<file path="src/rtl/vend_ctrl_param.sv">
// Parametrised three-channel vending controller: credit accumulation, vend,
// coin rejection against a credit ceiling and serial change return.
//
// state  | meaning
// IDLE   | no credit held
// ACCUM  | credit below price
// READY  | credit covers price, buy accepted
// VEND   | one-cycle dispense, price deducted on exit
// CHANGE | one change_pulse per cycle until credit is zero
module vend_ctrl_param #(
  parameter int CREDIT_W    = 11,
  parameter int COIN0_VAL   = 50,
  parameter int COIN1_VAL   = 100,
  parameter int COIN2_VAL   = 500,
  parameter int PRICE       = 200,
  parameter int CHANGE_UNIT = 50,
  parameter int MAX_CREDIT  = 1000
) (
  input  logic                clk,
  input  logic                rst,
  input  logic [2:0]          coin,
  input  logic                buy,
  input  logic                cancel,
  output logic [CREDIT_W-1:0] credit,
  output logic [2:0]          state,
  output logic                vend,
  output logic                change_pulse,
  output logic                coin_reject
);

  typedef enum logic [2:0] {
    S_IDLE   = 3'd0,
    S_ACCUM  = 3'd1,
    S_READY  = 3'd2,
    S_VEND   = 3'd3,
    S_CHANGE = 3'd4
  } state_e;

  localparam logic [CREDIT_W-1:0] C0_V    = CREDIT_W'(COIN0_VAL);
  localparam logic [CREDIT_W-1:0] C1_V    = CREDIT_W'(COIN1_VAL);
  localparam logic [CREDIT_W-1:0] C2_V    = CREDIT_W'(COIN2_VAL);
  localparam logic [CREDIT_W-1:0] PRICE_V = CREDIT_W'(PRICE);
  localparam logic [CREDIT_W-1:0] UNIT_V  = CREDIT_W'(CHANGE_UNIT);
  localparam logic [CREDIT_W:0]   MAX_V   = (CREDIT_W+1)'(MAX_CREDIT);

  logic [2:0]          coin_q, coin_trig_q;
  logic                buy_q, buy_trig_q, cancel_q, cancel_trig_q;
  state_e              state_q, state_d;
  logic [CREDIT_W-1:0] credit_q, credit_d;
  logic                vend_q, vend_d, change_q, change_d, reject_q, reject_d;

  logic [CREDIT_W-1:0] coin_val;
  logic                coin_extra, any_coin, coin_fits;
  logic [CREDIT_W:0]   coin_sum;

  always_ff @(posedge clk or negedge rst) begin
    if (!rst) begin
      coin_q        <= '0;
      coin_trig_q   <= '0;
      buy_q         <= 1'b0;
      buy_trig_q    <= 1'b0;
      cancel_q      <= 1'b0;
      cancel_trig_q <= 1'b0;
    end else begin
      coin_q        <= coin;
      coin_trig_q   <= coin & ~coin_q;
      buy_q         <= buy;
      buy_trig_q    <= buy & ~buy_q;
      cancel_q      <= cancel;
      cancel_trig_q <= cancel & ~cancel_q;
    end
  end

  // Lowest coin index wins; any other simultaneous coin is flagged for rejection.
  always_comb begin
    coin_val   = '0;
    coin_extra = 1'b0;
    if (coin_trig_q[0]) begin
      coin_val   = C0_V;
      coin_extra = |coin_trig_q[2:1];
    end else if (coin_trig_q[1]) begin
      coin_val   = C1_V;
      coin_extra = coin_trig_q[2];
    end else if (coin_trig_q[2]) begin
      coin_val   = C2_V;
    end
  end

  assign any_coin  = |coin_trig_q;
  assign coin_sum  = {1'b0, credit_q} + {1'b0, coin_val};
  assign coin_fits = (coin_sum <= MAX_V);

  always_comb begin
    state_d  = state_q;
    credit_d = credit_q;
    vend_d   = 1'b0;
    change_d = 1'b0;
    reject_d = 1'b0;
    case (state_q)
      S_IDLE, S_ACCUM, S_READY: begin
        if (cancel_trig_q && state_q != S_IDLE) begin
          state_d  = S_CHANGE;
          reject_d = any_coin;
        end else if (buy_trig_q && state_q == S_READY) begin
          state_d  = S_VEND;
          vend_d   = 1'b1;
          reject_d = any_coin;
        end else begin
          if (any_coin) begin
            if (coin_fits) begin
              credit_d = coin_sum[CREDIT_W-1:0];
              reject_d = coin_extra;
            end else begin
              reject_d = 1'b1;
            end
          end
          if (credit_d >= PRICE_V)   state_d = S_READY;
          else if (credit_d != '0)   state_d = S_ACCUM;
          else                       state_d = S_IDLE;
        end
      end
      S_VEND: begin
        credit_d = credit_q - PRICE_V;
        state_d  = (credit_d != '0) ? S_CHANGE : S_IDLE;
        reject_d = any_coin;
      end
      S_CHANGE: begin
        change_d = 1'b1;
        credit_d = credit_q - UNIT_V;
        if (credit_d == '0) state_d = S_IDLE;
        reject_d = any_coin;
      end
      default: begin
        state_d  = S_IDLE;
        credit_d = '0;
      end
    endcase
  end

  always_ff @(posedge clk or negedge rst) begin
    if (!rst) begin
      state_q  <= S_IDLE;
      credit_q <= '0;
      vend_q   <= 1'b0;
      change_q <= 1'b0;
      reject_q <= 1'b0;
    end else begin
      state_q  <= state_d;
      credit_q <= credit_d;
      vend_q   <= vend_d;
      change_q <= change_d;
      reject_q <= reject_d;
    end
  end

  assign credit       = credit_q;
  assign state        = state_q;
  assign vend         = vend_q;
  assign change_pulse = change_q;
  assign coin_reject  = reject_q;

endmodule

</file>
<file path="config.mk">
export PLATFORM = sky130hd
export DESIGN_NAME = vend_ctrl_param
export DESIGN_NICKNAME = d
export VERILOG_FILES = /design/src/rtl/vend_ctrl_param.sv
export SDC_FILE = /design/constraint.sdc
export NUM_CORES = 1
export LEC_CHECK = 0
export ABC_AREA = 1
export CORE_MARGIN = 2
export CORE_UTILIZATION = 57
export DETAILED_ROUTE_END_ITERATION = 6
export PLACE_DENSITY_LB_ADDON = 0.12
export SLEW_MARGIN = 20
export SYNTH_ARGS = -nofsm -noshare
export SYNTH_HDL_FRONTEND = slang
export SYNTH_SLANG_ARGS = --single-unit
</file>
<file path="constraint.sdc">
create_clock -name clk -period 3.9 [get_ports clk]
set_clock_uncertainty 0.15 [all_clocks]
set_input_delay 0.585 -clock clk [delete_from_list [all_inputs] [get_ports clk]]
set_output_delay 0.585 -clock clk [all_outputs]
set_load 0.02 [all_outputs]
</file>
==> flow_summary.json <==
{
  "clock_insertion_delay_worst_skew_ns": 0.28,
  "timing.max_cap.violations": 0,
  "timing_limited_maximum_frequency_mhz": 321,
  "outcome": "complete, no violations",
  "totalNegativeSetupSlack_ns": 0,
  "clock_sink_count": 26,
  "worst_ir_drop_vdd_v": 0.000363,
  "cts-hold-fix-buffers": 0,
  "tritoncts.num_buffers": 3,
  "ys_seq_area_share_pct": 28.9,
  "p_leak_uw": 0.00132,
  "avgViaCountPerCell": 5.57,
  "nNetsFinal": 365,
  "kind_of_critical_path": "flip-flop to flip-flop",
  "post_synth.cell_area_avg_sq_um": 6.90,
  "syn-cell-area_sq_mm": 0.00225,
  "required_time_worst_endpoint_ns": 3.90,
  "die-area_sq_mm": 0.00447,
  "reg2reg_depth": 20,
  "n_antenna_cell": 0,
  "overflow": 0,
  "worst_r2r_endpoint": "credit[3]",
  "flow.area_growth_from_synthesis_pct": 14.5,
  "critPathMaxFanout": 14,
  "synth.ff_latch_count": 26,
  "setup_repair_after_global_routing_missed_its_margin": "no",
  "setup_viol": 0,
  "min_period_ns": 3.11,
  "grt_max_degree": 27,
  "placement.io_buffers": 22,
  "n_fill_cell": 327,
  "hold_ws_ns": 0.246,
  "regToRegStartpoint": "coin_trig_q[2]",
  "clk_root_buffer_cell": "sky130_fd_sc_hd__clkbuf_8",
  "drt_first_pass_iters": 4,
  "fp.dieH_microns": 66.8,
  "power_density_mw_per_mm2": 807,
  "synth_ff_type": "sky130_fd_sc_hd__dfrtp_1",
  "fraction_of_registers_with_async_set_or_reset_after_synthesis_pct": 100,
  "clock_tree.buffer_depth": 2,
  "via_count": 2206,
  "gp_congestion": 0.924,
  "die_w_microns": 66.8,
  "first_pass_grt_wire_length_mm": 9.23,
  "worst_setup_path_end_kind": "flip-flop",
  "worst_reg_to_reg_setup_slack_ns": 0.79,
  "worst_slew_pin_slew_ns": 0.870,
  "drt-wirelength-per-cell_microns": 13.7,
  "worstHoldEndpoint": "coin_trig_q[1]",
  "postSynthNetCount": 342,
  "synth_cell_types": 39,
  "hold_start": "coin_q[1]",
  "ys.warnings.count": 0,
  "synth_area_leader_cell": "sky130_fd_sc_hd__dfrtp_1",
  "cts_max_level": 1,
  "grt_usage_pct": 27.5,
  "drc": 0,
  "layout-drive-gt1-share_pct": 10.6,
  "ant_nets": 0,
  "yosys.area.top_type_share_pct": 28.9,
  "worstHoldPathCells": 1,
  "cts.reportedPaths.clkPinSlew_ns": 0.09,
  "number_of_enable_flip_flop_cells_after_synthesis": 0,
  "grt_pass1_vias": 2065,
  "cts_tree": "yes",
  "grt_antenna_before_repair": 0,
  "placementRows": 22,
  "critical_path.startpoint_type": "flip-flop",
  "wirelength_mm": 5.44,
  "hold_path.class": "flip-flop to flip-flop",
  "fin_crit_sh_pct": 79.9,
  "hold_viol": 0,
  "core_region_area_sq_mm": 0.00372,
  "place_hpwl_mm": 4.23,
  "cts_setup_buffers": 0,
  "critical_path_arrival_ns": 3.12,
  "synth_most_common_cell": "sky130_fd_sc_hd__nand2_1",
  "final_max_slew_viol_count": 0,
  "drt-initial-drc-count": 156,
  "synth_commonest_cells": "89 x sky130_fd_sc_hd__nand2_1, 40 x sky130_fd_sc_hd__inv_1, 36 x sky130_fd_sc_hd__nand3_1",
  "synth.area.top_cells": "sky130_fd_sc_hd__dfrtp_1 29%, sky130_fd_sc_hd__nand2_1 15%, sky130_fd_sc_hd__nand3_1 8.0%",
  "design.portCount": 24,
  "cts_resized": 0,
  "max_slew_margin_pct": 42.0,
  "start_util_pct": 60.6,
  "netlist_instances": 326
}
-- cell families after synthesis --
logic type               Yosys count  share of synthesized area (%)
other                              1                          0.167
adder cells (fa/ha/maj)            9                           5.00
flip-flops                        26                           28.9
buffers and inverters             53                           9.62
AO/OA/AOI/OAI                     43                           12.2
AND/OR/NAND/NOR                  184                           39.6
multiplexers                       2                           1.00
XOR/XNOR                           8                           3.45
-- cell type report --
| cell class | count | area, sq um | share of cell area (%) |
|---|---|---|---|
| Timing Repair Buffer | 23 | 228 | 8.84 |
| Multi-Input combinational cell | 247 | 1380 | 53.7 |
| Tap cell | 48 | 60.1 | 2.33 |
| Sequential cell | 26 | 651 | 25.3 |
| Clock buffer | 3 | 41.3 | 1.60 |
| Inverter | 48 | 183 | 7.09 |
| Clock inverter | 1 | 30.0 | 1.17 |
-- worst max path at each step --
stage	cells past startpoint	slack, ns	endpoint	startpoint
after detailed placement	20	0.90	credit[3]	coin_trig_q[2]
after floorplan	18	1.09	credit[1]	coin_trig_q[2]
after global placement	20	1.0	credit[3]	coin_trig_q[2]
after CTS	20	0.84	credit[3]	coin_trig_q[2]
after global routing	20	0.49	credit[3]	coin_trig_q[2]
final	20	0.79	credit[3]	coin_trig_q[2]
-- cell usage in the layout (no fill, tap or decap), types with 5 or more instances in the layout --
| cell type | count |
|---|---|
| sky130_fd_sc_hd__xor2_1 | 6 |
| sky130_fd_sc_hd__o221ai_1 | 5 |
| sky130_fd_sc_hd__a21oi_1 | 8 |
| sky130_fd_sc_hd__nand2_2 | 10 |
| sky130_fd_sc_hd__nand3_1 | 36 |
| sky130_fd_sc_hd__nand2_1 | 89 |
| sky130_fd_sc_hd__nand4_1 | 14 |
| sky130_fd_sc_hd__inv_2 | 6 |
| sky130_fd_sc_hd__dfrtp_1 | 26 |
| sky130_fd_sc_hd__o21ai_0 | 15 |
| sky130_fd_sc_hd__clkdlybuf4s50_1 | 22 |
| sky130_fd_sc_hd__inv_1 | 40 |
| sky130_fd_sc_hd__nor2_1 | 18 |
| sky130_fd_sc_hd__ha_1 | 9 |
-- worst max-delay path, cell delays in order (launching register included) --
cell	delay, ns
sky130_fd_sc_hd__dfrtp_1	0.43
sky130_fd_sc_hd__inv_2	0.10
sky130_fd_sc_hd__nand2_4	0.09
sky130_fd_sc_hd__nor2_1	0.12
sky130_fd_sc_hd__inv_2	0.12
sky130_fd_sc_hd__ha_1	0.33
sky130_fd_sc_hd__a21oi_1	0.21
sky130_fd_sc_hd__a21boi_1	0.18
sky130_fd_sc_hd__nand2_1	0.08
sky130_fd_sc_hd__nand3_1	0.07
sky130_fd_sc_hd__nand2_1	0.07
sky130_fd_sc_hd__nor2_1	0.18
sky130_fd_sc_hd__nand2_4	0.12
sky130_fd_sc_hd__nand3_4	0.15
sky130_fd_sc_hd__nand2_1	0.10
sky130_fd_sc_hd__nand2_1	0.12
sky130_fd_sc_hd__inv_1	0.06
sky130_fd_sc_hd__nand2_1	0.05
sky130_fd_sc_hd__o221ai_1	0.11
sky130_fd_sc_hd__nand2_1	0.07
sky130_fd_sc_hd__o21ai_0	0.08
-- state kept, by name, indices dropped and copies added, names as in the netlist --
register       cells
buy_q              1
buy_trig_q         1
cancel_q           1
cancel_trig_q      1
change_pulse       1
coin_q             3
coin_reject        1
coin_trig_q        3
credit            10
state              3
vend               1
-- power breakdown --
part | internal, uW | leakage [uW] | switching, uW
registers | 334 | 0.000310 | 127
logic | 518 | 0.000976 | 875
clock network | 138 | 0.0000357 | 88.7
-- per-stage QoR --
step,total power (uW),cells,worst slack (ns),cell area (sq um),util (%)
6_report,2080,396,0.785,2580,69.3
3_3_place_gp,1810,392,0.997,2500,67.4
2_1_floorplan,1490,326,1.09,2250,-
3_5_place_dp,1830,392,0.900,2500,67.4
5_1_grt,2290,396,0.492,2580,69.3
4_1_cts,2070,396,0.835,2580,69.3
-- routing by layer --
| metal | vias up | track usage, % | part of all wire (%) |
|---|---|---|---|
| li1 | 1127 | - | - |
| met1 | 1006 | 37.2 | 45 |
| met2 | 65 | 46.0 | 46 |
| met3 | 8 | 2.70 | 6.2 |
| met4 | 0 | 8.93 | 1.9 |
| met5 | - | 0 | 0 |
Power figures use the tool's default switching activity.
